### src/rtl/spi_xfer_engine.sv
`default_nettype none
// ============================================================================
// Module      : spi_xfer_engine
// Description : SPI mode-0 master byte engine. A ready/valid byte stream is
//               shifted out MSB first while MISO is shifted in. Consecutive
//               bytes share one chip-select frame until a byte is tagged last.
// Revision    : 1.0 - initial release
// ============================================================================
module spi_xfer_engine #(
  parameter int CLK_DIV = 4
) (
  input  logic       clk_i,
  input  logic       rst_ni,
  input  logic       tx_valid_i,
  output logic       tx_ready_o,
  input  logic [7:0] tx_data_i,
  input  logic       tx_last_i,
  output logic       rx_valid_o,
  output logic [7:0] rx_data_o,
  output logic       busy_o,
  output logic       sck_o,
  output logic       mosi_o,
  input  logic       miso_i,
  output logic       csb_o
);

  localparam int CW = $clog2(CLK_DIV + 1);
  localparam logic [CW-1:0] DIV_LAST = CW'(CLK_DIV - 1);
  // The NEXT cycle already counts as the first cycle of CS hold time.
  localparam logic [CW-1:0] HOLD_START = (CLK_DIV > 1) ? CW'(1) : '0;

  typedef enum logic [2:0] {
    IDLE  = 3'd0,
    SHIFT = 3'd1,
    NEXT  = 3'd2,
    HOLD  = 3'd3,
    GAP   = 3'd4
  } state_e;

  state_e          state_q, state_d;
  logic [CW-1:0]   div_q, div_d;
  logic [2:0]      bit_q, bit_d;
  logic [7:0]      tx_sh_q, tx_sh_d;
  logic [7:0]      rx_sh_q, rx_sh_d;
  logic [7:0]      rx_data_q, rx_data_d;
  logic            rx_valid_q, rx_valid_d;
  logic            last_q, last_d;
  logic            sck_q, sck_d;
  logic            csb_q, csb_d;
  logic            mosi_q, mosi_d;
  logic            init_q;
  logic            tx_ready;
  logic            div_term;

  // State and datapath registers; reset forces the bus idle without a clock.
  always_ff @(posedge clk_i or negedge rst_ni) begin
    if (!rst_ni) begin
      state_q    <= IDLE;
      div_q      <= '0;
      bit_q      <= '0;
      tx_sh_q    <= '0;
      rx_sh_q    <= '0;
      rx_data_q  <= '0;
      rx_valid_q <= 1'b0;
      last_q     <= 1'b0;
      sck_q      <= 1'b0;
      csb_q      <= 1'b1;
      mosi_q     <= 1'b0;
      init_q     <= 1'b0;
    end else begin
      state_q    <= state_d;
      div_q      <= div_d;
      bit_q      <= bit_d;
      tx_sh_q    <= tx_sh_d;
      rx_sh_q    <= rx_sh_d;
      rx_data_q  <= rx_data_d;
      rx_valid_q <= rx_valid_d;
      last_q     <= last_d;
      sck_q      <= sck_d;
      csb_q      <= csb_d;
      mosi_q     <= mosi_d;
      init_q     <= 1'b1;
    end
  end

  // Next-state logic: SCK generation, bit shifting and CS framing.
  always_comb begin
    state_d    = state_q;
    div_d      = div_q;
    bit_d      = bit_q;
    tx_sh_d    = tx_sh_q;
    rx_sh_d    = rx_sh_q;
    rx_data_d  = rx_data_q;
    rx_valid_d = 1'b0;
    last_d     = last_q;
    sck_d      = sck_q;
    csb_d      = csb_q;
    mosi_d     = mosi_q;
    tx_ready   = 1'b0;
    div_term   = (div_q == DIV_LAST);

    case (state_q)
      IDLE: begin
        // Ready is withheld until the first clock after reset release.
        tx_ready = init_q;
        if (tx_valid_i && init_q) begin
          tx_sh_d = tx_data_i;
          last_d  = tx_last_i;
          mosi_d  = tx_data_i[7];
          csb_d   = 1'b0;
          div_d   = '0;
          bit_d   = '0;
          state_d = SHIFT;
        end
      end

      SHIFT: begin
        if (div_term) begin
          div_d = '0;
          sck_d = ~sck_q;
          if (!sck_q) begin
            // Rising toggle: capture MISO.
            rx_sh_d = {rx_sh_q[6:0], miso_i};
          end else if (bit_q == 3'd7) begin
            // Eighth falling toggle: byte complete.
            bit_d      = '0;
            rx_data_d  = rx_sh_q;
            rx_valid_d = 1'b1;
            state_d    = NEXT;
          end else begin
            // Falling toggle: present the next TX bit.
            bit_d   = bit_q + 3'd1;
            tx_sh_d = {tx_sh_q[6:0], 1'b0};
            mosi_d  = tx_sh_q[6];
          end
        end else begin
          div_d = div_q + CW'(1);
        end
      end

      NEXT: begin
        if (last_q) begin
          div_d   = HOLD_START;
          state_d = HOLD;
        end else begin
          // Frame stays open; wait as long as needed for the next byte.
          tx_ready = 1'b1;
          if (tx_valid_i) begin
            tx_sh_d = tx_data_i;
            last_d  = tx_last_i;
            mosi_d  = tx_data_i[7];
            div_d   = '0;
            bit_d   = '0;
            state_d = SHIFT;
          end
        end
      end

      HOLD: begin
        if (div_term) begin
          div_d   = '0;
          csb_d   = 1'b1;
          mosi_d  = 1'b0;
          state_d = GAP;
        end else begin
          div_d = div_q + CW'(1);
        end
      end

      GAP: begin
        if (div_term) begin
          div_d   = '0;
          state_d = IDLE;
        end else begin
          div_d = div_q + CW'(1);
        end
      end

      default: begin
        state_d = IDLE;
        csb_d   = 1'b1;
        sck_d   = 1'b0;
        mosi_d  = 1'b0;
        div_d   = '0;
        bit_d   = '0;
      end
    endcase
  end

  assign tx_ready_o = tx_ready;
  assign rx_valid_o = rx_valid_q;
  assign rx_data_o  = rx_data_q;
  assign busy_o     = (state_q != IDLE);
  assign sck_o      = sck_q;
  assign mosi_o     = mosi_q;
  assign csb_o      = csb_q;

endmodule
`default_nettype wire
### config.mk
export PLATFORM = sky130hd
export DESIGN_NAME = spi_xfer_engine
export DESIGN_NICKNAME = d
export VERILOG_FILES = /design/src/rtl/spi_xfer_engine.sv
export SDC_FILE = /design/constraint.sdc
export NUM_CORES = 1
export LEC_CHECK = 0
export BUFFER_PORTS_ARGS = -buffer_cell sky130_fd_sc_hd__buf_4
export CORE_MARGIN = 2
export CORE_UTILIZATION = 57
export DETAILED_ROUTE_END_ITERATION = 8
export PLACE_DENSITY = 0.79
export SETUP_SLACK_MARGIN = 0.02
export SYNTH_ARGS = -nofsm -noshare
export SYNTH_HDL_FRONTEND = slang
export SYNTH_SLANG_ARGS = --single-unit
export TNS_END_PERCENT = 10
### constraint.sdc
create_clock -name clk_i -period 5 [get_ports clk_i]
set_input_delay 0.5 -clock clk_i [delete_from_list [all_inputs] [get_ports clk_i]]
set_output_delay 0.5 -clock clk_i [all_outputs]
set_load 0.01 [all_outputs]
==> metrics <==
PD cells approximately 570 nW/um^2; Tcrit/Tclk final a little under half; flop and latch count out of synthesis 38; worst-path cell chain nor2b_1 > nor2_1 > nor3_1 > buf_4; IO Pins 27; Hold Crit Class in2async; Avg Cell Area, Syn 11.96 um^2; Total Negative Setup Slacks 0 ps; dpl cells about 230; largest net degree at the start of global routing 39; Setup violations, final 0; share of post-route cells with drive strength above 1 36.90%; Initial Utilization around three fifths; Die H between 60 and 70 um; clk root buf clkbuf_4; max-cap violations 0; Req. time, crit path approximately 4500 ps; clock power share between 20 and 25%; Residual DRC 0; sequential share of power between 30% and 40%; # fillers about 250; initial antenna violation count 0; CP startpoint kind flop; Reg2Reg Setup Slack roughly 2900 ps; TritonCTS clock tree done; clk_lat worst skew 350 ps; Crit path arrival time 1890 ps; antenna viol nets, final 0; worst reg-to-reg path cell count 4; row cnt 21; first-pass GRT wire length just over 6000 um; remaining global-route overflow 0; Inserted Diodes 0; total number of yosys warnings 0; worst slack, placed roughly 2900 ps; cell area after synthesis just under 2000 um^2; Synth Flop Type dfrtp_1; total track usage 20.46%; hold_buf cts 0; Psw between 400 and 500 uW; Post-synth EDFFs 0; headroom to the max-slew limit between 50% and 60%; Pint ~830 uW; cts repair resizes 0; Switching Share 34.50%; Core Area 3284 um^2; fin crit period 2393 ps; Synth top area share between 40% and 50%; final hold viol count 0; DR WL/cell 15.17 um; Slowest-stage cell, CP dfrtp_1; synthesized net count 178; die area between 3000 and 4000 um^2; Syn Inst Count around 160; Clock Pin Slew Worst Setup and Hold Paths between 100 and 150 ps; CTS sink cnt 38; H-tree depth 2; Setup crit end kind output port; setup ws final between 2000 and 3000 ps; combinational power share roughly 40%; Non-Filler Instances 233; detailed placement HPWL between 2000 and 3000 um; commonest non-fill, non-tap cell in the layout dfrtp_1; run status finished clean; routed wire length 3534 um; chip width 62.12 um; clock skew just over 10 ps; vias in the first global route ~1300; Slowest Stage Delay on Critical Path roughly 800 ps; RSZ-0062 raised after global routing no; Least-Margin Pin Slew ~660 ps; DR iter-0 viols approximately 120; CTS buffer count 5; Via density 5.734; nets between 200 and 250; critical path type reg2out; Via Count 1336; cell leakage power between 1 and 1.5 nW; commonest cells after routing, fill and taps aside dfrtp_1 (37), buf_4 (26), mux2_2 (23); area delta synth->final 16.50%; worst vdd ir 0.2925 mV; clock buffer depth 2; Crit Reg-Reg Endpoint tx_sh_q[4]; Critical Path Fanout Max 22; setup repair bufs after CTS 0; fin. max-slew vios 0; Async S/R FF share, synth 100.0%; IO buf count 26; placer's final routability congestion estimate 0.8569; fmax around 0.42 GHz; unique cell type count in the Yosys netlist 43; top area cells in the synthesized netlist dfrtp_1 (48%), mux2_2 (13%), mux2_4 (4.7%), a21oi_1 (2.6%), ha_1 (2.6%); cell taking the most area after synthesis dfrtp_1; worst r2r src state_q[1]; Initial DRT Pass Iterations 4; register area share after synthesis 49.45%
[final cells by class]
cell class	count	area (um^2)	share of cell area, %
Clock buffer	6	51.30	2.287
Clock inverter	2	60.06	2.677
Inverter	8	30.03	1.339
Multi-Input combinational cell	107	897.1	39.99
Sequential cell	38	952.2	42.44
Tap cell	46	57.56	2.566
Timing Repair Buffer	26	195.2	8.700
[how the worst max path moves through the flow]
stage                       to        from  slack, ps  cells past startpoint
floorplan           tx_sh_q[1]    div_q[0]       3310                      6
global placement    tx_sh_q[5]  state_q[1]       2920                      4
detailed placement  tx_sh_q[3]  state_q[1]       2870                      4
CTS                 tx_ready_o  state_q[1]       2620                      4
global route        tx_ready_o  state_q[1]       2500                      4
finish              tx_ready_o  state_q[1]       2610                      4
[Yosys cell counts, types with 3 or more instances]
master	count
a21oi_1	10
nor2b_1	5
nand2b_1	3
buf_4	3
o21ai_0	10
and2_1	3
nand2_1	4
nor2_1	8
inv_1	8
dfrtp_1	37
buf_2	3
mux2_2	23
ha_1	4
mux2_4	6
[through the flow]
stage                     hold WS, ps  cell area [um^2]  power, mW  utilization (%)
after floorplan                 204.4              1926     0.8904                -
after global placement          459.5              2132     0.9787            64.91
after detailed placement        480.7              2132      1.002            64.91
after CTS                       100.8              2243      1.279            68.30
after global routing            104.5              2243      1.366            68.30
final                           83.30              2243      1.271            68.30
[sequential cells by signal, summed over array words and instances, names as in the netlist]
signal,count
last_q,1
rx_data_o,8
init_q,1
csb_o,1
rx_sh_q,8
div_q,3
mosi_o,1
sck_o,1
state_q,3
tx_sh_q,7
bit_q,3
rx_valid_o,1
[power groups by stage]
stage	Clock, mW	Sequential [mW]	Combinational, mW
after floorplan	0	0.459	0.432
final	0.273	0.501	0.497
after CTS	0.278	0.499	0.501
after detailed placement	0	0.505	0.497
after global placement	0	0.500	0.479
after global routing	0.295	0.519	0.552
[cell families after synthesis]
group	share of synthesized area [%]
AO/OA/AOI/OAI	14.69
XOR/XNOR	0.4549
adder cells (fa/ha/maj)	2.599
buffers and inverters	3.963
flip-flops	49.45
multiplexers	18.13
other	0.1947
AND/OR/NAND/NOR	10.53
[critical path: cells and delay by family, from the launching register on]
family                 cells  cell delay (ps)
DFF                        1              790
and+or+nand+nor            3              600
buffers and inverters      1              150
[layer usage]
layer	GRT usage [%]	wire [um]	vias to the layer above
met5	0	0	-
met4	6.667	43	0
met3	5.072	219	5
met2	32.88	1803	47
met1	27.45	1468	651
li1	-	-	633
(Power assumes the default switching activity.)
